===== config.mk =====
export PLATFORM = sky130hd
export DESIGN_NAME = ram_ctrl
export DESIGN_NICKNAME = d
export VERILOG_FILES = /design/src/rtl/ram_ctrl.sv
export SDC_FILE = /design/constraint.sdc
export NUM_CORES = 1
export LEC_CHECK = 0
export CELL_PAD_IN_SITES_DETAIL_PLACEMENT = 1
export CELL_PAD_IN_SITES_GLOBAL_PLACEMENT = 2
export CORE_MARGIN = 4
export CORE_UTILIZATION = 23
export DETAILED_ROUTE_END_ITERATION = 8
export PLACE_DENSITY_LB_ADDON = 0.05
export SKIP_LAST_GASP = 1
export SYNTH_ARGS = -nofsm -noshare
export SYNTH_HDL_FRONTEND = slang
export SYNTH_SLANG_ARGS = --single-unit

===== constraint.sdc =====
create_clock -name clk -period 1.8 [get_ports clk]
set_input_delay 0.18 -clock clk [delete_from_list [all_inputs] [get_ports clk]]
set_output_delay 0.18 -clock clk [all_outputs]
set_load 0.01 [all_outputs]

===== src/rtl/ram_ctrl.sv =====
// Request/response controller for a single-port RAM with a registered read port.
// Define RAM_CTRL_BIST_EN to compile in the write-then-verify memory self-test.
module ram_ctrl #(
    parameter int ADDR_W = 4,
    parameter int DATA_W = 4
) (
    input  logic              clk,
    input  logic              rst_n,
    input  logic              req_valid,
    output logic              req_ready,
    input  logic              req_write,
    input  logic [ADDR_W-1:0] req_addr,
    input  logic [DATA_W-1:0] req_wdata,
    output logic              rsp_valid,
    input  logic              rsp_ready,
    output logic [DATA_W-1:0] rsp_data,
    output logic              ram_we,
    output logic [ADDR_W-1:0] ram_addr,
    output logic [DATA_W-1:0] ram_wdata,
    input  logic [DATA_W-1:0] ram_rdata,
    input  logic              bist_start,
    output logic              bist_busy,
    output logic              bist_done,
    output logic              bist_fail
);

    typedef enum logic [3:0] {
        IDLE, WR, RD, RCAP, RESP
`ifdef RAM_CTRL_BIST_EN
        , B_WR, B_WNXT, B_RD, B_RCAP
`endif
    } state_t;

    state_t            state, state_d;
    logic              ram_we_d, rsp_valid_d;
    logic [ADDR_W-1:0] ram_addr_d;
    logic [DATA_W-1:0] ram_wdata_d, rsp_data_d;

`ifdef RAM_CTRL_BIST_EN
    localparam logic [ADDR_W-1:0] ADDR_MAX = '1;

    logic              busy_d, done_d, fail_d;
    logic [ADDR_W-1:0] next_addr;

    // Self-test pattern: inverted address, truncated or zero-extended to the data width.
    function automatic logic [DATA_W-1:0] pattern(input logic [ADDR_W-1:0] a);
        return DATA_W'(~a);
    endfunction

    assign next_addr = ram_addr + 1'b1;
    assign req_ready = (state == IDLE) && !bist_start;
`else
    logic unused_bist_start;

    assign unused_bist_start = bist_start;
    assign req_ready = (state == IDLE);
    assign bist_busy = 1'b0;
    assign bist_done = 1'b0;
    assign bist_fail = 1'b0;
`endif

    // NOTE: every signal gets its hold/default value before the case, so no path
    // through this block leaves a variable unassigned and no latch is inferred.
    always_comb begin
        state_d     = state;
        ram_we_d    = 1'b0;
        ram_addr_d  = ram_addr;
        ram_wdata_d = ram_wdata;
        rsp_valid_d = rsp_valid;
        rsp_data_d  = rsp_data;
`ifdef RAM_CTRL_BIST_EN
        busy_d      = bist_busy;
        done_d      = bist_done;
        fail_d      = bist_fail;
`endif
        case (state)
            IDLE: begin
`ifdef RAM_CTRL_BIST_EN
                if (bist_start) begin
                    busy_d      = 1'b1;
                    done_d      = 1'b0;
                    fail_d      = 1'b0;
                    ram_addr_d  = '0;
                    ram_wdata_d = pattern('0);
                    ram_we_d    = 1'b1;
                    state_d     = B_WR;
                end else
`endif
                if (req_valid) begin
                    ram_addr_d  = req_addr;
                    ram_wdata_d = req_wdata;
                    ram_we_d    = req_write;
                    state_d     = req_write ? WR : RD;
                end
            end
            WR:   state_d = IDLE;
            RD:   state_d = RCAP;
            RCAP: begin
                rsp_data_d  = ram_rdata;
                rsp_valid_d = 1'b1;
                state_d     = RESP;
            end
            RESP: begin
                if (rsp_ready) begin
                    rsp_valid_d = 1'b0;
                    state_d     = IDLE;
                end
            end
`ifdef RAM_CTRL_BIST_EN
            B_WR: begin
                // The last write lands on this edge while the address rewinds for the read pass.
                if (ram_addr == ADDR_MAX) begin
                    ram_addr_d = '0;
                    state_d    = B_RD;
                end else begin
                    state_d = B_WNXT;
                end
            end
            B_WNXT: begin
                ram_addr_d  = next_addr;
                ram_wdata_d = pattern(next_addr);
                ram_we_d    = 1'b1;
                state_d     = B_WR;
            end
            B_RD: state_d = B_RCAP;
            B_RCAP: begin
                if (ram_rdata != pattern(ram_addr)) fail_d = 1'b1;
                if (ram_addr == ADDR_MAX) begin
                    busy_d  = 1'b0;
                    done_d  = 1'b1;
                    state_d = IDLE;
                end else begin
                    ram_addr_d = next_addr;
                    state_d    = B_RD;
                end
            end
`endif
            default: state_d = IDLE;
        endcase
    end

    // NOTE: registers are updated with non-blocking assignments so every flop
    // samples the values computed before this edge, independent of statement order.
    always_ff @(posedge clk or negedge rst_n) begin
        if (!rst_n) begin
            state     <= IDLE;
            ram_we    <= 1'b0;
            ram_addr  <= '0;
            ram_wdata <= '0;
            rsp_valid <= 1'b0;
            rsp_data  <= '0;
`ifdef RAM_CTRL_BIST_EN
            bist_busy <= 1'b0;
            bist_done <= 1'b0;
            bist_fail <= 1'b0;
`endif
        end else begin
            state     <= state_d;
            ram_we    <= ram_we_d;
            ram_addr  <= ram_addr_d;
            ram_wdata <= ram_wdata_d;
            rsp_valid <= rsp_valid_d;
            rsp_data  <= rsp_data_d;
`ifdef RAM_CTRL_BIST_EN
            bist_busy <= busy_d;
            bist_done <= done_d;
            bist_fail <= fail_d;
`endif
        end
    end

endmodule


After elaboration in Yosys (flattened, before gate mapping) --
Cells that the tools add are included.
Storage, ports and cells: register bits after elaboration 18, output and inout bits 18, word-level logic and storage cells 24
Operators by class: eq/ne operators 5, multiplexer cells 8, reduce and logical (&&, ||, !) cells 5
Operators by type and width (number):
- $pmux 4 s4 | 1
- $eq 4x2->1 const B | 2
- $mux 4 | 2
- $reduce_and 2->1 | 3
- $eq 4x3->1 const B | 1
- $logic_not 4->1 | 1
- $ne 2x2->1 const B | 2
- $mux 1 | 3
- $mux 2 | 1
- $pmux 1 s2 | 1
- $reduce_bool 2->1 | 1

Depth between registers and ports, before layout --
Gate-level depths: netlist of the first run.
depth after elaboration 3, gate-level depth with buffers 3, depth with buffers taken out 2

Least setup slack after synthesis of the first run --
OpenSTA, ideal clock, no wires.
path kind reg2reg, from register state[0], to register ram_addr[0], library setup time 0.125 ns, arrival 1.327 ns, data required time 1.675 ns, setup slack 0.348 ns, stages on the path, launching flop included 4, buffers on the path 1, period minus slack after synthesis 1.452 ns, path through dfrtp_1 -> buf_4 -> nor4b_4 -> mux2_2
Between the ends: longest elaborated chain between the ends 2
Ends and longest elaborated chain:
- from (decl) | line 34 | state_t state, state_d;
- from (signal assigned) | line 158 | state <= state_d;
- $logic_not 4->1 | line 76 | case (state)
- $reduce_and 2->1 (no source line)
- to (signal assigned) | line 160 | ram_addr <= ram_addr_d;
- to (decl) | line 18 | output logic [ADDR_W-1:0] ram_addr,
No other way between the ends. A chain may end at the register's enable or synchronous reset.

Worst setup path in the final report of the first run --
from register state[0], to register ram_wdata[3]
Between the ends: longest elaborated chain between the ends 2
Ends and longest elaborated chain:
- $logic_not 4->1 | line 76
- $reduce_and 2->1 (no source line)
- to (signal assigned) | line 161 | ram_wdata <= ram_wdata_d;
- to (decl) | line 19 | output logic [DATA_W-1:0] ram_wdata,
No other way between the ends.

==> flow_metrics.py, run 1 <==
metrics = {
    "timing": {
        "clock_skew_ns": 0.01197,
        "slew_violations": 0,
        "finalCritPeriodShare_pct": 79.07,
        "finalHoldViolCount": 0,
        "setup_tns_ns": 0,
        "setup_ws_ns": 0.3767,
        "final-setup-viol-count": 0,
        "finalCriticalPeriod_ns": 1.423,
        "rsz0062_at_grt": "no",
        "fmax_mhz": 702.6,
    },
    "clock_tree": {
        "cts_buffers": 3,
        "clock_latency_ns": 0.30,
        "clkTransAtPathRegs_ns": 0.11,
        "tritoncts": "built",
        "htree_levels": 1,
        "ctsHoldBuffers": 0,
        "root_buffer": "clkbuf_4",
        "cts_max_path_buffers": 2,
        "clock_sinks": 17,
    },
    "setup_path": {
        "r2r-start": "state[0]",
        "worstPathRequired_ns": 1.98,
        "reg2reg_depth": 3,
        "cp-end-kind": "flop",
        "cp.arrival_ns": 1.60,
        "worstSetupPathType": "flop to flop",
        "path_max_fanout": 8,
        "startpoint_type": "flop",
        "r2r-end": "ram_wdata[3]",
        "reg2reg_slack_ns": 0.38,
    },
    "global_routing": {
        "grt_pass1_vias": 559,
        "grt_max_degree": 18,
        "antenna_found_initial": 0,
        "grtUsageTotal_pct": 8.867,
        "grt_pass1_wl_mm": 2.787,
        "overflow": 0,
    },
    "drt": {
        "ant_nets": 0,
        "drc": 0,
        "drt-initial-drc-count": 10,
        "vias": 510,
        "drt-pass1-iter-count": 2,
        "wire_per_inst_um": 13.77,
        "vias_per_cell": 4.435,
        "wirelength_mm": 1.583,
    },
    "finish": {
        "drive_above_1_share_pct": 27.38,
        "fillers": 323,
        "final_common_cell": "clkdlybuf4s50_1",
        "fin_area_um2": 1081,
        "diodes": 0,
        "final_nets": 103,
        "areaGrowthSynthToFinish_pct": 52.92,
        "final_cell_mix": "clkdlybuf4s50_1, dfrtp_1, mux2_2",
    },
    "synth": {
        "netlist_area_um2": 706.9,
        "ys_seq_area_share_pct": 60.18,
        "ys_types": 18,
        "synth_warnings": 0,
        "avgSynthCellArea_um2": 14.14,
        "syn-instance-count": 50,
        "ys_ff_latch": 17,
    },
    "min_path": {
        "hp-class": "input pin to asynchronous set/reset pin",
    },
    "placement": {
        "place_congestion": 0.6652,
        "hpwl_mm": 1.175,
        "placed_area_um2": 1044,
        "io_buffers": 31,
        "pre_cts_slack_ns": 0.2210,
    },
    "floorplan": {
        "num_io_pins": 36,
        "start_util_pct": 24.78,
        "die_w_um": 63.44,
        "core_area_um2": 2853,
        "die_area_um2": 4025,
        "die_height_um": 63.44,
        "floorplan.rows": 19,
    },
    "power_and_ir_drop": {
        "power_mw": 1.719,
        "p_leak_nw": 0.4698,
        "max-vdd-ir-drop_v": 0.0006603,
        "power.density_nw_per_um2": 1590,
    },
    "flow_run": {
        "maxCapViolations": 0,
    },
    "run_status": {
        "status": "finished clean",
    },
}
[critical path, cell delays in order, from the launching register on]
cell,delay [ns]
dfrtp_2,0.48
nor4b_4,0.27
buf_4,0.21
mux2_2,0.34
[cells by family (layout without fill, tap and decap cells)]
family	after synthesis	count (layout)	synth area share, %
muxes	12	12	19.12
DFF	17	17	60.18
buffers and inverters	6	38	5.486
and+or+nand+nor	11	11	11.86
AOI/OAI and AO/OA	3	3	2.832
other	1	3	0.5305
[worst max-delay path by stage]
stage	slack, ns	cells past startpoint	endpoint	from
floorplan	0.35	3	ram_addr[0]	state[0]
global placement	0.21	4	ram_addr[0]	req_valid
detailed placement	0.22	4	ram_wdata[2]	req_valid
CTS	0.01	2	req_ready	state[1]
finish	0.38	3	ram_wdata[3]	state[0]
global route	0.30	1	rsp_valid	rsp_valid
[area by class of cell]
class                           count  area (um^2)  area share [%]
Tap cell                           31        38.79           3.588
Inverter                            1        3.754          0.3472
Multi-Input combinational cell     29        255.2           23.61
Sequential cell                    17        427.9           39.58
Timing Repair Buffer               33        327.8           30.32
Clock inverter                      1        5.005          0.4630
Clock buffer                        3        22.52           2.083
[report_power, final]
group	internal [mW]	switching, mW	leakage [nW]
clock	0.0826	0.129	0.0177
sequential	0.568	0.138	0.199
combinational	0.524	0.277	0.253
total	1.17	0.544	0.470
[per-layer routing]
metal | part of all wire (%) | vias to the layer above | track usage (%)
met4 | 0 | 0 | 0.8086
met5 | 0 | - | 0
met3 | 8.1 | 0 | 4.973
met1 | 43 | 260 | 10.87
li1 | - | 234 | -
met2 | 49 | 16 | 14.08
[cell usage after synthesis]
cell type / instances / area [um^2]
buf_4: 4 / 30.03
and3_1: 1 / 6.260
or4b_2: 1 / 10.01
nor4b_4: 1 / 23.77
and3b_1: 1 / 8.760
dfrtp_1: 17 / 425.4
o21a_1: 1 / 7.510
mux2_2: 12 / 135.1
nor2_1: 1 / 3.750
nor3_1: 2 / 10.01
nand3b_1: 1 / 7.510
nor2b_1: 1 / 6.260
nand2_1: 2 / 7.510
conb_1: 1 / 3.750
inv_1: 1 / 3.750
a21oi_1: 1 / 5.000
clkbuf_2: 1 / 5.000
o211ai_1: 1 / 7.510
[flip-flops by register name (all words and copies together) (netlist names)]
signal,flops
ram_we,1
rsp_valid,1
ram_wdata,4
state,3
rsp_data,4
ram_addr,4
[repair_timing]
| item | in CTS | in global routing |
|---|---|---|
| gates resized for setup | 1 | 3 |
| pin swaps | 0 | 0 |
| gates cloned | 0 | 0 |
| endpoints found under the setup margin | 1 | 1 |
| buffers inserted | 0 | 0 |
[metrics by stage]
stage          hold slack [ns]  std cells  utilization [%]
2_1_floorplan          -0.1156         52                -
3_3_place_gp            0.4899        111            36.58
3_5_place_dp            0.4967        111            36.58
4_1_cts                 0.1963        115            37.59
5_1_grt                 0.2056        115            37.89
6_report                0.1953        115            37.89
No activity file was read; power rests on OpenSTA's default activity.
==> run 2, diff against run 1 <==
==> constraint.sdc (replaced) <==
create_clock -name clk -period 1.4 [get_ports clk]
set_input_delay 0.14 -clock clk [delete_from_list [all_inputs] [get_ports clk]]
set_output_delay 0.14 -clock clk [all_outputs]
set_load 0.01 [all_outputs]
==> flow_metrics.py, run 2 (synthesized netlist as in run 1, its figures left out) <==
metrics = {
    "run_status": {
        "status": "finished clean",
    },
    "flow_run": {
        "maxCapViolations": 0,
    },
    "clock_tree": {
        "clkTransAtPathRegs_ns": 0.10,
        "ctsHoldBuffers": 0,
        "clock_sinks": 17,
        "cts_buffers": 3,
        "htree_levels": 1,
        "tritoncts": "built",
        "clock_latency_ns": 0.29,
        "cts_max_path_buffers": 2,
        "root_buffer": "clkbuf_4",
    },
    "power_and_ir_drop": {
        "power_mw": 2.343,
        "p_leak_nw": 0.5538,
        "power.density_nw_per_um2": 2016,
        "max-vdd-ir-drop_v": 0.0007135,
    },
    "drt": {
        "drt-pass1-iter-count": 2,
        "wire_per_inst_um": 14.31,
        "wirelength_mm": 1.746,
        "vias_per_cell": 4.467,
        "drc": 0,
        "ant_nets": 0,
        "vias": 545,
        "drt-initial-drc-count": 1,
    },
    "finish": {
        "drive_above_1_share_pct": 32.97,
        "diodes": 0,
        "final_cell_mix": "clkdlybuf4s50_1, dfrtp_1, mux2_2",
        "reg_top3": "ram_addr (4), ram_wdata (4), rsp_data (4)",
        "fin_cells": 122,
        "final_nets": 110,
        "areaGrowthSynthToFinish_pct": 64.42,
        "final_common_cell": "clkdlybuf4s50_1",
    },
    "global_routing": {
        "antenna_found_initial": 0,
        "overflow": 0,
        "grt_pass1_vias": 578,
        "grt_pass1_wl_mm": 2.932,
        "grtUsageTotal_pct": 9.426,
        "grt_max_degree": 18,
    },
    "timing": {
        "finalCriticalPeriod_ns": 1.387,
        "fmax_mhz": 721.0,
        "clock_skew_ns": 0.005201,
        "finalCritPeriodShare_pct": 99.07,
        "slew_violations": 0,
        "finalHoldViolCount": 0,
        "setup_tns_ns": 0,
        "rsz0062_at_grt": "yes",
        "final-setup-viol-count": 0,
    },
    "floorplan": {
        "die_height_um": 63.44,
        "start_util_pct": 24.78,
        "die_w_um": 63.44,
        "floorplan.rows": 19,
        "num_io_pins": 36,
        "core_area_um2": 2853,
        "die_area_um2": 4025,
    },
    "setup_path": {
        "crit_family": "flip-flops",
        "startpoint_type": "flop",
        "path_cells": "nor4b_4 > buf_6 > mux2_2",
        "path_max_fanout": 8,
        "max_stage_delay_ns": 0.45,
        "cp_slowest_cell": "dfrtp_2",
        "cp.arrival_ns": 1.56,
        "cp_num_buf_inv": 1,
        "worstPathRequired_ns": 1.58,
        "worstSetupPathType": "flop to flop",
        "cp-end-kind": "flop",
    },
    "placement": {
        "hpwl_mm": 1.306,
        "place_congestion": 0.6496,
        "io_buffers": 31,
        "dp.cells": 116,
    },
    "min_path": {
        "hp-class": "input pin to asynchronous set/reset pin",
    },
}
run 2: cell types whose count changed in the layout (fill, tap and decap cells not counted), sizes merged:
cell / change
clkbuf: +2
clkdlybuf4s50: -6
buf: +7
dlymetal6s2s: +5
clkinv: -1
run 2: worst register-to-register path, delay by kind of cell (launching register included):
| family | cells | cell delay (ns) |
|---|---|---|
| multiplexers | 1 | 0.34 |
| flip-flops | 1 | 0.45 |
| AND/OR/NAND/NOR | 1 | 0.30 |
| buffers and inverters | 1 | 0.19 |
run 2: power by group:
group          total [mW]  switching [mW]  leakage (nW)  internal, mW
Combinational        1.20           0.435         0.339         0.766
Sequential          0.881           0.150         0.199         0.731
Clock               0.261           0.151        0.0150         0.111
run 2: area by class of cell:
class,instances,area [um^2]
Clock buffer,4,26.28
Fill cell,310,1690
Inverter,1,3.754
Multi-Input combinational cell,29,270.3
Sequential cell,17,427.9
Tap cell,31,38.79
Timing Repair Buffer,40,395.4
run 2: path summary, 6_finish.rpt:
check	startpoint	endpoint	slack [ns]	cells past startpoint
worst max-delay path	state[0]	ram_addr[3]	0.01	3
worst min-delay path	rst_n	state[2]	0.17	2
worst max register to register	state[0]	ram_addr[3]	0.01	3
worst min register to register	rsp_data[3]	rsp_data[3]	0.50	1
max in group asynchronous	rst_n	state[1]	1.02	2
min in group clk	req_addr[2]	ram_addr[2]	0.46	2
run 2: routing by layer:
layer | track usage (%) | wire [um] | share of wire [%] | vias to the layer above
met4 | 3.235 | 12 | 0.69 | 0
met5 | 0 | 0 | 0 | -
met2 | 14.60 | 880 | 50 | 19
li1 | - | - | - | 247
met3 | 5.151 | 132 | 7.6 | 2
met1 | 10.98 | 720 | 41 | 277
run 2: timing repair:
item	4_1_cts	5_1_grt
setup buffers	0	2
resized for setup	2	16
pin swaps	0	1
endpoints found under the setup margin	2	16
run 2: stage by stage:
stage / hold WS (ns) / setup slack (ns) / instance area [um^2] / util [%]
floorplan: -0.1556 / -0.05212 / 714.4 / -
global placement: 0.4898 / -0.08055 / 1081 / 37.89
detailed placement: 0.4959 / -0.1258 / 1081 / 37.89
CTS: 0.1739 / -0.01131 / 1111 / 38.95
global route: 0.1762 / -0.03074 / 1162 / 40.75
finish: 0.1717 / 0.01303 / 1162 / 40.75
==> run 3, diff against run 2 <==
--- a/config.mk
+++ b/config.mk
@@ -10,7 +10,7 @@
 export CORE_MARGIN = 4
 export CORE_UTILIZATION = 23
 export DETAILED_ROUTE_END_ITERATION = 8
-export PLACE_DENSITY_LB_ADDON = 0.05
+export PLACE_DENSITY = 0.79
 export SKIP_LAST_GASP = 1
 export SYNTH_ARGS = -nofsm -noshare
 export SYNTH_HDL_FRONTEND = slang
==> flow_metrics.py, run 3 (synthesized netlist as in run 1, its figures left out) <==
metrics = {
    "finish": {
        "areaGrowthSynthToFinish_pct": 60.18,
        "multi_input_area_um2": 259.0,
        "register_area_um2": 426.7,
        "final_cell_mix": "clkdlybuf4s50_1, dfrtp_1, mux2_2",
        "reg_top3": "ram_addr (4), ram_wdata (4), rsp_data (4)",
        "drive_above_1_share_pct": 29.21,
        "diodes": 0,
        "final_nets": 108,
        "fillers": 319,
        "final_common_cell": "clkdlybuf4s50_1",
    },
    "setup_path": {
        "path_max_fanout": 4,
        "cp.arrival_ns": 1.61,
        "reg2reg_slack_ns": 0.01,
        "worstSetupPathType": "flop to flop",
        "cp-end-kind": "flop",
        "startpoint_type": "flop",
        "r2r-end": "state[2]",
        "worstPathRequired_ns": 1.63,
        "reg2reg_depth": 3,
        "r2r-start": "state[0]",
    },
    "timing": {
        "finalCriticalPeriod_ns": 1.385,
        "fmax_mhz": 721.8,
        "finalCritPeriodShare_pct": 98.96,
        "setup_tns_ns": 0,
        "rsz0062_at_grt": "yes",
        "slew_violations": 0,
        "setup_ws_ns": 0.01454,
        "finalHoldViolCount": 0,
        "clock_skew_ns": 0.002117,
        "final-setup-viol-count": 0,
    },
    "drt": {
        "vias": 537,
        "vias_per_cell": 4.475,
        "drt-pass1-iter-count": 2,
        "drt-initial-drc-count": 9,
        "ant_nets": 0,
        "wirelength_mm": 1.617,
        "drc": 0,
        "wire_per_inst_um": 13.48,
    },
    "clock_tree": {
        "clkTransAtPathRegs_ns": 0.10,
        "cts_buffers": 3,
        "ctsHoldBuffers": 0,
        "root_buffer": "clkbuf_4",
        "htree_levels": 1,
        "cts_max_path_buffers": 2,
        "tritoncts": "built",
        "clock_sinks": 17,
        "clock_latency_ns": 0.28,
    },
    "power_and_ir_drop": {
        "p_leak_nw": 0.5095,
        "power.density_nw_per_um2": 2018,
        "max-vdd-ir-drop_v": 0.0006658,
    },
    "global_routing": {
        "grt_max_degree": 18,
        "grt_pass1_wl_mm": 2.760,
        "grt_pass1_vias": 631,
        "antenna_found_initial": 0,
        "grtUsageTotal_pct": 8.881,
        "overflow": 0,
    },
    "floorplan": {
        "num_io_pins": 36,
        "core_area_um2": 2853,
        "floorplan.rows": 19,
        "die_area_um2": 4025,
        "die_w_um": 63.44,
        "start_util_pct": 24.78,
        "die_height_um": 63.44,
    },
    "placement": {
        "io_buffers": 31,
        "pre_cts_slack_ns": -0.1359,
        "place_congestion": 0.6539,
        "hpwl_mm": 1.212,
    },
    "run_status": {
        "status": "finished clean",
    },
    "min_path": {
        "hp-class": "input pin to asynchronous set/reset pin",
    },
    "flow_run": {
        "maxCapViolations": 0,
    },
}
==> run 3: cell types whose count changed in the layout (fill, tap and decap cells not counted), moves of 2 or more <==
| cell | previous run | this run |
|---|---|---|
| buf_4 | 7 | 5 |
| clkdlybuf4s50_1 | 24 | 27 |
| dlymetal6s2s_1 | 6 | 3 |
| mux2_2 | 9 | 11 |
| mux2_4 | 3 | 1 |
==> run 3: stage by stage <==
step	std cells	utilization [%]	total power, mW	hold slack [ns]	cell area (um^2)
detailed placement	114	37.37	2.005	0.4891	1066
finish	120	39.69	2.285	0.1793	1132
CTS	119	38.99	2.308	0.1786	1112
global placement	114	37.37	1.962	0.4890	1066
global route	120	39.69	2.459	0.1937	1132
floorplan	52	-	1.394	-0.1556	714.4
==> run 3: metal layers <==
layer	up-vias	wire (um)	track usage, %
met3	2	151	4.618
met5	-	0	0
met4	0	9	4.043
li1	245	-	-
met1	269	672	9.813
met2	21	783	14.08
==> run 3: power by group <==
part	switching, mW	internal [mW]	leakage (nW)	total (mW)
Sequential	0.162	0.728	0.201	0.890
Clock	0.147	0.110	0.0150	0.257
Combinational	0.399	0.738	0.294	1.14
==> run 3: final cells by class <==
| class | instances | share of cell area (%) |
|---|---|---|
| tap | 31 | 3.425 |
| inverter | 1 | 0.3315 |
| clock buffer | 4 | 2.320 |
| multi-input combinational | 29 | 22.87 |
| sequential | 17 | 37.68 |
| timing repair buffer | 38 | 33.37 |
==> run 3: how the worst max path moves through the flow <==
stage,slack [ns],endpoint,startpoint
floorplan,-0.05,ram_addr[0],state[0]
global placement,-0.08,ram_wdata[1],req_valid
detailed placement,-0.14,ram_wdata[3],req_valid
CTS,-0.003,state[2],state[0]
global route,-0.03,ram_wdata[3],state[1]
finish,0.01,state[2],state[0]
==> run 3: timing repair <==
item,4_1_cts,5_1_grt
setup endpoints to repair,3,17
gates resized for setup,5,5
buffers inserted,1,1
pin swaps,0,2
cloned,0,0
endpoints found under the hold margin,0,0
==> run 3: worst max-delay path, stage by stage (launching register included) <==
cell and delay [ns]:
dfrtp_2 0.45, buf_6 0.13, or4b_2 0.66, nand2_1 0.09
